--- src/rtl/index_buffer_drain_if.sv ---
// index_buffer_drain_if: request, SRAM-read, free and completion signals of the
// index buffer drain engine. With IBD_ABORT_EN defined the bundle also carries
// abort (into the drain engine) and done_abort (out of it).
interface index_buffer_drain_if #(
  parameter int NUM_BLOCKS = 256,
  parameter int BLK_W      = 8,
  parameter int CNT_W      = 8,
  parameter int GRP_W      = 8
);
  logic                   req_valid;
  logic                   req_ready;
  logic [GRP_W-1:0]       req_grp;
  logic [NUM_BLOCKS-1:0]  req_map;
  logic [CNT_W-1:0]       req_tail_cnt;
  logic                   rd_valid;
  logic                   rd_ready;
  logic [BLK_W+CNT_W-1:0] rd_addr;
  logic                   rd_last;
  logic                   free_valid;
  logic [BLK_W-1:0]       free_blk;
  logic                   done;
  logic [GRP_W-1:0]       done_grp;
`ifdef IBD_ABORT_EN
  logic                   abort;
  logic                   done_abort;

  // Scheduler / SRAM side.
  modport master (
    output req_valid, req_grp, req_map, req_tail_cnt, rd_ready, abort,
    input  req_ready, rd_valid, rd_addr, rd_last, free_valid, free_blk,
           done, done_grp, done_abort
  );

  // Drain engine side.
  modport slave (
    input  req_valid, req_grp, req_map, req_tail_cnt, rd_ready, abort,
    output req_ready, rd_valid, rd_addr, rd_last, free_valid, free_blk,
           done, done_grp, done_abort
  );
`else
  // Scheduler / SRAM side.
  modport master (
    output req_valid, req_grp, req_map, req_tail_cnt, rd_ready,
    input  req_ready, rd_valid, rd_addr, rd_last, free_valid, free_blk,
           done, done_grp
  );

  // Drain engine side.
  modport slave (
    input  req_valid, req_grp, req_map, req_tail_cnt, rd_ready,
    output req_ready, rd_valid, rd_addr, rd_last, free_valid, free_blk,
           done, done_grp
  );
`endif
endinterface

--- src/rtl/index_buffer_drain.sv ---
// index_buffer_drain: walks the blocks owned by one group in ascending order,
// emits one {block, offset} read address per handshake, pulses a free for each
// block after its last entry and pulses done at the end of the drain.
// Optional feature macro: IBD_ABORT_EN (abort input, done_abort output).
module index_buffer_drain #(
  parameter int NUM_BLOCKS = 256,
  parameter int BLK_W      = 8,
  parameter int CNT_W      = 8,
  parameter int GRP_W      = 8
) (
  input logic                  clk,
  input logic                  rst,
  index_buffer_drain_if.slave  bus
);

  typedef enum logic [1:0] {S_IDLE, S_SCAN, S_EMIT, S_DONE} state_t;

  // Entry limit of a full block; one bit wider than the offset so it does not wrap.
  localparam logic [CNT_W:0] FULL_LIM = {1'b1, {CNT_W{1'b0}}};

  state_t                r_state;
  state_t                w_next;
  logic [GRP_W-1:0]      r_grp;
  logic [NUM_BLOCKS-1:0] r_map;
  logic [CNT_W-1:0]      r_tail;
  logic [BLK_W-1:0]      r_blk;
  logic [CNT_W:0]        r_off;
  logic                  r_last_blk;
  logic                  r_free_valid;
  logic [BLK_W-1:0]      r_free_blk;

  logic [BLK_W-1:0]      w_low_blk;
  logic [NUM_BLOCKS-1:0] w_map_rest;
  logic [CNT_W:0]        w_lim;
  logic                  w_blk_end;
  logic                  w_fire;
  logic                  w_abort;
  logic                  w_req_ready;
  logic                  w_rd_valid;
  logic                  w_done;

  // Priority encoder: index of the lowest owned block still in the map.
  always_comb begin
    // NOTE: default first so every path assigns the output and no latch is inferred.
    w_low_blk = '0;
    for (int i = NUM_BLOCKS - 1; i >= 0; i--) begin
      if (r_map[i]) w_low_blk = BLK_W'(i);
    end
  end

  // Map with its lowest set bit removed (x & (x-1)).
  assign w_map_rest = r_map & (r_map - NUM_BLOCKS'(1));
  assign w_lim      = (r_last_blk && r_tail != '0) ? {1'b0, r_tail} : FULL_LIM;
  assign w_blk_end  = (r_off == w_lim - (CNT_W + 1)'(1));
  assign w_fire     = (r_state == S_EMIT) && bus.rd_ready;

`ifdef IBD_ABORT_EN
  logic r_aborted;

  assign w_abort = bus.abort && (r_state == S_SCAN || r_state == S_EMIT);

  // Remember that the current drain was cut short, reported alongside done.
  always_ff @(posedge clk) begin
    if (rst)                    r_aborted <= 1'b0;
    else if (r_state == S_IDLE) r_aborted <= 1'b0;
    else if (w_abort)           r_aborted <= 1'b1;
  end

  assign bus.done_abort = (r_state == S_DONE) && r_aborted;
`else
  assign w_abort = 1'b0;
`endif

  // State register.
  always_ff @(posedge clk) begin
    // NOTE: sequential state uses non-blocking assignments so all flops update together.
    if (rst) r_state <= S_IDLE;
    else     r_state <= w_next;
  end

  // Next-state and handshake outputs.
  always_comb begin
    w_next      = r_state;
    w_req_ready = 1'b0;
    w_rd_valid  = 1'b0;
    w_done      = 1'b0;
    case (r_state)
      S_IDLE: begin
        w_req_ready = 1'b1;
        if (bus.req_valid) w_next = S_SCAN;
      end
      S_SCAN: begin
        if (w_abort || r_map == '0) w_next = S_DONE;
        else                        w_next = S_EMIT;
      end
      S_EMIT: begin
        w_rd_valid = 1'b1;
        if (w_abort)                  w_next = S_DONE;
        else if (w_fire && w_blk_end) w_next = r_last_blk ? S_DONE : S_SCAN;
      end
      S_DONE: begin
        w_done = 1'b1;
        w_next = S_IDLE;
      end
      default: w_next = S_IDLE;
    endcase
  end

  // Request capture, block selection, offset walk and free pulse.
  always_ff @(posedge clk) begin
    if (rst) begin
      // NOTE: the ownership map is a flop vector, not an SRAM, so it is cleared on reset.
      r_grp        <= '0;
      r_map        <= '0;
      r_tail       <= '0;
      r_blk        <= '0;
      r_off        <= '0;
      r_last_blk   <= 1'b0;
      r_free_valid <= 1'b0;
      r_free_blk   <= '0;
    end else begin
      r_free_valid <= 1'b0;
      case (r_state)
        S_IDLE: begin
          if (bus.req_valid) begin
            r_grp  <= bus.req_grp;
            r_map  <= bus.req_map;
            r_tail <= bus.req_tail_cnt;
          end
        end
        S_SCAN: begin
          if (!w_abort && r_map != '0) begin
            r_blk      <= w_low_blk;
            r_map      <= w_map_rest;
            r_off      <= '0;
            r_last_blk <= (w_map_rest == '0);
          end
        end
        S_EMIT: begin
          if (w_fire) begin
            if (w_blk_end) begin
              r_free_valid <= 1'b1;
              r_free_blk   <= r_blk;
            end else begin
              r_off <= r_off + (CNT_W + 1)'(1);
            end
          end
        end
        default: ;
      endcase
    end
  end

  assign bus.req_ready  = w_req_ready;
  assign bus.rd_valid   = w_rd_valid;
  assign bus.rd_addr    = {r_blk, r_off[CNT_W-1:0]};
  assign bus.rd_last    = w_rd_valid && r_last_blk && w_blk_end;
  assign bus.free_valid = r_free_valid;
  assign bus.free_blk   = r_free_blk;
  assign bus.done       = w_done;
  assign bus.done_grp   = w_done ? r_grp : '0;

endmodule

--- src/flat_wrapper.sv ---
// flat-port wrapper written by rule: the top's interface ports become plain ports
module index_buffer_drain_flat 
#(
  parameter int NUM_BLOCKS = 256,
  parameter int BLK_W      = 8,
  parameter int CNT_W      = 8,
  parameter int GRP_W      = 8
)
  (clk, rst, bus_req_valid, bus_req_grp, bus_req_map, bus_req_tail_cnt, bus_rd_ready, bus_req_ready, bus_rd_valid, bus_rd_addr, bus_rd_last, bus_free_valid, bus_free_blk, bus_done, bus_done_grp);
  index_buffer_drain_if #(.NUM_BLOCKS(NUM_BLOCKS), .BLK_W(BLK_W), .CNT_W(CNT_W), .GRP_W(GRP_W)) bus_i ();
  input logic clk;
  input logic rst;
  input wire logic [$bits(bus_i.req_valid)-1:0] bus_req_valid;
  input wire logic [$bits(bus_i.req_grp)-1:0] bus_req_grp;
  input wire logic [$bits(bus_i.req_map)-1:0] bus_req_map;
  input wire logic [$bits(bus_i.req_tail_cnt)-1:0] bus_req_tail_cnt;
  input wire logic [$bits(bus_i.rd_ready)-1:0] bus_rd_ready;
  output wire logic [$bits(bus_i.req_ready)-1:0] bus_req_ready;
  output wire logic [$bits(bus_i.rd_valid)-1:0] bus_rd_valid;
  output wire logic [$bits(bus_i.rd_addr)-1:0] bus_rd_addr;
  output wire logic [$bits(bus_i.rd_last)-1:0] bus_rd_last;
  output wire logic [$bits(bus_i.free_valid)-1:0] bus_free_valid;
  output wire logic [$bits(bus_i.free_blk)-1:0] bus_free_blk;
  output wire logic [$bits(bus_i.done)-1:0] bus_done;
  output wire logic [$bits(bus_i.done_grp)-1:0] bus_done_grp;
  assign bus_i.req_valid = bus_req_valid;
  assign bus_i.req_grp = bus_req_grp;
  assign bus_i.req_map = bus_req_map;
  assign bus_i.req_tail_cnt = bus_req_tail_cnt;
  assign bus_i.rd_ready = bus_rd_ready;
  assign bus_req_ready = bus_i.req_ready;
  assign bus_rd_valid = bus_i.rd_valid;
  assign bus_rd_addr = bus_i.rd_addr;
  assign bus_rd_last = bus_i.rd_last;
  assign bus_free_valid = bus_i.free_valid;
  assign bus_free_blk = bus_i.free_blk;
  assign bus_done = bus_i.done;
  assign bus_done_grp = bus_i.done_grp;
  index_buffer_drain #(.NUM_BLOCKS(NUM_BLOCKS), .BLK_W(BLK_W), .CNT_W(CNT_W), .GRP_W(GRP_W)) u_core (.clk(clk), .rst(rst), .bus(bus_i));
endmodule
--- config.mk ---
export PLATFORM = sky130hd
export DESIGN_NAME = index_buffer_drain_flat
export DESIGN_NICKNAME = d
export VERILOG_FILES = /design/src/rtl/index_buffer_drain_if.sv /design/src/rtl/index_buffer_drain.sv /design/src/flat_wrapper.sv
export SDC_FILE = /design/constraint.sdc
export NUM_CORES = 1
export LEC_CHECK = 0
export ABC_AREA = 0
export CAP_MARGIN = 10
export CORE_MARGIN = 8
export CORE_UTILIZATION = 49
export CTS_CLUSTER_SIZE = 28
export DETAILED_ROUTE_END_ITERATION = 8
export PLACE_DENSITY = 0.73
export SLEW_MARGIN = 15
export SYNTH_ARGS = -nofsm -noshare
export SYNTH_HDL_FRONTEND = slang
export SYNTH_SLANG_ARGS = --single-unit
--- constraint.sdc ---
create_clock -name clk -period 5.3 [get_ports clk]
set_input_delay 0.795 -clock clk [delete_from_list [all_inputs] [get_ports clk]]
set_output_delay 0.795 -clock clk [all_outputs]
set_load 0.01 [all_outputs]
=== Word-level counts from Yosys, hierarchy flattened ===
Index checks and enable logic that the tools add are counted.

* Word-level logic and storage cells: 317
* Bits of input ports: 276
* Bits in registers: 301
* Output and inout bits: 37

* Bitwise logic cells: 3
* Add/subtract/negate cells: 3
* Reduce and logical (&&, ||, !) cells: 19
* Eq/ne operators: 9
* Multiplexer cells: 274

{| class="wikitable"
|+ Operator list
! operator !! number
|-
| 8-bit 2-to-1 mux || 257
|-
| 256-bit logical NOT || 2
|-
| 256-bit 2-to-1 mux || 2
|-
| 256-bit case mux with 2 select lines || 1
|-
| 256-bit AND || 1
|-
| 256-bit nonzero test || 1
|-
| 256-bit by 1-bit subtractor with 256-bit output (second input constant) || 1
|-
| 9-bit 2-to-1 mux || 4
|-
| 9-bit case mux with 2 select lines || 1
|-
| 9-bit by 1-bit adder with 9-bit output (second input constant) || 1
|-
| 9-bit equality test || 1
|-
| 9-bit by 1-bit subtractor with 9-bit output (second input constant) || 1
|-
| 2-bit case mux with 4 select lines || 1
|-
| 8-bit nonzero test || 1
|-
| 2-bit 2-to-1 mux || 3
|-
| 2-bit inequality test (second input constant) || 3
|-
| 2-bit AND reduction || 3
|-
| 3-bit AND reduction || 2
|-
| 1-bit logical AND || 5
|-
| 1-bit 2-to-1 mux || 5
|-
| 2-bit equality test (second input constant) || 2
|-
| 2-bit by 1-bit inequality test with 1-bit output (second input constant) || 2
|-
| 4-bit AND reduction || 1
|-
| 2-bit nonzero test || 2
|-
| other kinds (4) || 5
|}

=== Logic depth before layout (Yosys ltp) ===
* Depth in word-level cells: 256
* Depth in mapped cells: 16
* Gate-level depth less buffers: 13

=== Least setup slack after synthesis ===
Ideal clock, no wire load.

* Path type: flip-flop to flip-flop
* Start: register u_core.r_map[176]
* End: register u_core.r_last_blk
* Clock period less this slack: 3.641 ns
* Library setup time: 0.070 ns
* Required time: 5.230 ns
* Buffers on the path: 2
* Stages on the path, launching flop included: 14
* Data arrival time: 3.571 ns
* Slack: 1.659 ns
* Cell sequence: dfxtp_1 > buf_6 > nor4_4 > nand4_2 > or4_1 > or4_1 > or3_1 > buf_6 > o21a_1 > a2111oi_4 > o2111ai_1 > nor4_1 > nand4_1 > o21ai_1

* Cells in the longest elaborated chain, start to end: 3
* Elaborated cells between the ends (all ways): 5
* Classes of those cells: add/sub: 1; bitwise: 1; reduce/logical: 3

{| class="wikitable"
|+ Ends and longest elaborated chain
! what !! line !! RTL
|-
| start, declared || index_buffer_drain.sv:24 || <nowiki>logic [NUM_BLOCKS-1:0] r_map;</nowiki>
|-
| start signal, assigned || index_buffer_drain.sv:127 || <nowiki>r_map <= bus.req_map;</nowiki>
|-
| start signal, assigned || index_buffer_drain.sv:134 || <nowiki>r_map <= w_map_rest;</nowiki>
|-
| 256-bit by 1-bit subtractor with 256-bit output || index_buffer_drain.sv:52 || <nowiki>assign w_map_rest = r_map & (r_map - NUM_BLOCKS'(1));</nowiki>
|-
| 256-bit AND || index_buffer_drain.sv:52 ||
|-
| 256-bit logical NOT || index_buffer_drain.sv:136 || <nowiki>r_last_blk <= (w_map_rest == '0);</nowiki>
|-
| end signal, assigned || index_buffer_drain.sv:136 ||
|-
| end, declared || index_buffer_drain.sv:28 || <nowiki>logic r_last_blk;</nowiki>
|}

Parallel ways exist; a longest one is shown, timed or not.
A chain may end at the register's enable or synchronous reset.

=== Worst setup path in the final report ===
* Start: register u_core.r_map[12]
* End: register u_core.r_last_blk

Same word-level chain as after synthesis.

==> impl_metrics.py <==
metrics = {
    "floorplan": {
        "die_area_um2": 49000,
        "start_util_pct": 49.5,
        "die_h_um": 221,
        "io_pins": 313,
        "fp.dieW_um": 221,
        "core_um2": 41800,
        "fp-row-count": 75,
    },
    "status": {
        "status": "complete, but fails checks",
        "violations": "DRC",
    },
    "route": {
        "vias": 26800,
        "routed_wl_um": 105000,
        "via_per_inst": 7.07,
        "drtIter0Drc": 5021,
        "wire_per_inst_um": 27.6,
        "firstDrtPassIters": 9,
        "ant_nets": 0,
        "post-route-drc-count": 16,
    },
    "worst_hold_path": {
        "hold_depth": 2,
        "holdPathEnd": "u_core.r_grp[2]",
        "worstHoldStart": "u_core.r_grp[2]",
        "min_path_type": "register to register",
    },
    "clock_tree": {
        "htreeDepth": 2,
        "cts.sinks": 301,
        "cts_hold_buf": 0,
        "clk_latency_ns": 0.58,
        "clk_pin_slew_ns": 0.06,
        "cts_tree": "built",
        "cts_max_path_buffers": 3,
        "numCtsBuffers": 37,
        "cts_root_buf": "clkbuf_16",
    },
    "critical_path": {
        "r2r_slack_ns": 0.08,
        "r2r_cells": 13,
        "reg2reg_from": "u_core.r_map[12]",
        "critPathKind": "register to register",
        "crit_fanout": 18,
        "end_kind": "register",
        "start_kind": "register",
        "critPathArrivalTime_ns": 5.72,
        "reg2reg_to": "u_core.r_last_blk",
        "critPathRequiredTime_ns": 5.79,
    },
    "cells_and_area": {
        "drive_above_1_share_pct": 6.89,
        "fin_util_pct": 60.8,
        "n_antenna_cell": 0,
        "fin_cells": 3788,
        "multi_input_area_um2": 13300,
        "final_nets": 3504,
        "area_growth_pct": 22.9,
        "ff_latch_area_um2": 6030,
        "n_fill_cell": 3861,
    },
    "sta": {
        "rsz0062_at_grt": "no",
        "fin_setup_tns_ns": 0,
        "drv_slew": 0,
        "fmax_mhz": 192,
        "worst_pin_slew_ns": 1.09,
        "hold_viol": 0,
        "period_needed_ns": 5.22,
        "setup_viol": 0,
        "slew_headroom_pct": 26.7,
        "fin_crit_sh_pct": 98.5,
        "fin_skew_ns": 0.0271,
    },
    "power": {
        "vdd_drop_max_v": 0.000278,
        "p_per_area_nw_per_um2": 326,
        "p_leak_nw": 9.10,
    },
    "place": {
        "dp.cells": 3726,
        "place.gp.congestion": 1.09,
        "dp_hpwl_um": 79000,
        "port_buffers": 312,
    },
    "synthesis": {
        "syn_area_um2": 20700,
        "async_flop_share_pct": 0,
        "ys_ff_latch": 301,
        "synthCells": 3039,
        "yosys_most_used_dff": "dfxtp_1",
        "syn-num-nets": 3317,
        "yosys_warnings": 0,
        "syn_avg_cell_area_um2": 6.80,
        "synth_cell_types": 88,
        "yosysSeqAreaShare_pct": 29.2,
        "synth_edf_count": 0,
    },
    "global_route": {
        "grt_max_degree": 136,
        "overflow": 0,
        "antenna_found_initial": 3,
        "grt_pass1_wl_um": 157000,
        "grt_pass1_vias": 24800,
        "track_usage_pct": 40.4,
    },
    "run": {
        "drv_cap": 0,
    },
}
-- cell usage in the layout, fill, tap and decap left out, types with 9 or more instances in the layout --
cell	Yosys	layout
inv_1	84	84
o2111ai_1	24	24
a22oi_1	188	188
a211oi_1	25	25
nand2b_1	22	21
o21ai_0	282	282
nor3_1	112	111
a2bb2oi_1	11	11
o41ai_1	10	10
o21ai_1	13	13
or4_1	40	40
or3_1	25	25
nor4_1	157	155
nand4_1	71	71
a31oi_1	26	26
o211ai_1	10	10
clkdlybuf4s50_1	0	311
a21boi_0	14	14
and3_1	16	16
a21oi_1	186	186
nand3_1	74	74
xnor2_1	9	9
o21a_1	13	13
nor2_1	468	468
dfxtp_1	301	301
nor4_2	12	14
a2111oi_0	18	16
clkbuf_16	0	37
nand2_1	347	346
o31ai_1	30	30
mux2i_1	11	11
a21o_1	15	15
or2_2	22	22
buf_4	9	92
-- critical path, stage by stage (launching register included) --
cell,delay (ns)
dfxtp_1,0.43
or4_4,0.62
or4_1,0.63
buf_4,0.25
nor3_4,0.30
nand3_2,0.12
buf_4,0.29
o41ai_1,0.90
nand4_1,0.32
nor4bb_1,0.37
nand4_1,0.27
nor4_1,0.36
nand4_1,0.17
o21ai_1,0.10
-- worst max-delay path by stage --
stage / from / to / slack [ns] / cells after the start
after floorplan: u_core.r_map[176] / u_core.r_last_blk / 1.66 / 13
after global placement: u_core.r_map[58] / u_core.r_last_blk / 0.02 / 12
after detailed placement: u_core.r_map[56] / u_core.r_last_blk / 0.03 / 12
after CTS: u_core.r_map[12] / u_core.r_last_blk / 0.10 / 13
after global routing: u_core.r_map[34] / u_core.r_last_blk / 0.01 / 12
final: u_core.r_map[12] / u_core.r_last_blk / 0.08 / 13
-- timing repair --
item | 4_1_cts | 5_1_grt
setup buffers | 0 | 0
hold endpoints to repair | 0 | 0
gates resized for setup | 1 | 3
pin swaps | 0 | 0
setup endpoints to repair | 1 | 1
-- cells in the mapped netlist, types with 7 or more instances --
cell,number,share of area [%]
a222oi_1,7,0.34
a31oi_1,26,0.79
mux2i_1,11,0.53
a21boi_0,14,0.51
clkbuf_1,223,4.0
or4_1,40,1.5
nor3_1,112,2.7
a211oi_1,25,0.91
xnor2_1,9,0.38
a21o_1,15,0.54
buf_1,9,0.16
dfxtp_1,301,29
and3_1,16,0.48
nor4_2,12,0.73
or3_1,25,0.76
o21ai_0,282,6.8
o2111a_1,7,0.38
inv_1,84,1.5
o31ai_1,30,1.1
o21ai_1,13,0.31
buf_2,13,0.31
a22oi_1,188,6.8
o211ai_1,10,0.36
nor2b_1,9,0.27
o2111ai_1,24,1.0
a21oi_1,186,4.5
a2bb2oi_1,11,0.47
a221oi_1,7,0.30
a2111oi_0,18,0.76
or2_2,22,0.67
o21bai_1,7,0.25
o41ai_1,10,0.42
buf_4,9,0.33
o21a_1,13,0.47
nor4_1,157,4.8
nor2_1,468,8.5
nand2b_1,22,0.67
nand4_1,71,2.1
nand2_1,347,6.3
nand3_1,74,1.8
-- layout make-up --
cell class / count / area share (%)
clock buffers: 45 / 3.96
clock inverters: 17 / 0.616
inverters: 85 / 1.26
multi-input cells: 2392 / 52.4
flip-flops and latches: 301 / 23.7
well taps: 539 / 2.65
repair buffers: 409 / 15.4
-- cells by family after synthesis --
| family | share of synthesized area, % |
|---|---|
| xor+xnor | 0.593 |
| flops | 29.2 |
| mux | 0.533 |
| buf+inv | 6.72 |
| compound gates | 29.6 |
| simple gates | 33.3 |
| fa+ha+maj | 0.169 |
-- layer usage --
| layer | part of all wire [%] | wire length, µm | GRT usage [%] | up-vias |
|---|---|---|---|---|
| met4 | 5.7 | 5930 | 19.2 | 6 |
| met3 | 13 | 13500 | 9.87 | 415 |
| met5 | 0.041 | 43 | 0 | - |
| li1 | - | - | - | 11700 |
| met2 | 43 | 45400 | 62.1 | 2153 |
| met1 | 38 | 39900 | 52.6 | 12600 |
-- per-stage QoR --
step | worst slack [ns] | instance area [µm²] | hold slack, ns | power [mW]
finish | 0.0797 | 25400 | 0.459 | 8.28
global route | 0.0149 | 25400 | 0.481 | 8.57
CTS | 0.104 | 25400 | 0.461 | 8.15
detailed placement | 0.0297 | 24200 | 0.452 | 5.65
global placement | 0.0216 | 24200 | 0.439 | 5.64
floorplan | 1.66 | 20700 | 0.432 | 4.45
-- power by group --
part | switching, mW | internal [mW]
Clock | 1.10 | 1.41
Combinational | 1.84 | 1.10
Sequential | 0.400 | 2.44
-- sequential cells by signal, indices dropped and copies added (netlist names) --
register               flops
u_core.r_off               9
u_core.r_last_blk          1
u_core.r_tail              8
u_core.bus.free_valid      1
u_core.r_map             256
u_core.bus.free_blk        8
u_core.r_state             2
u_core.r_grp               8
u_core.r_blk               8
No activity file was read; power rests on OpenSTA's default activity.
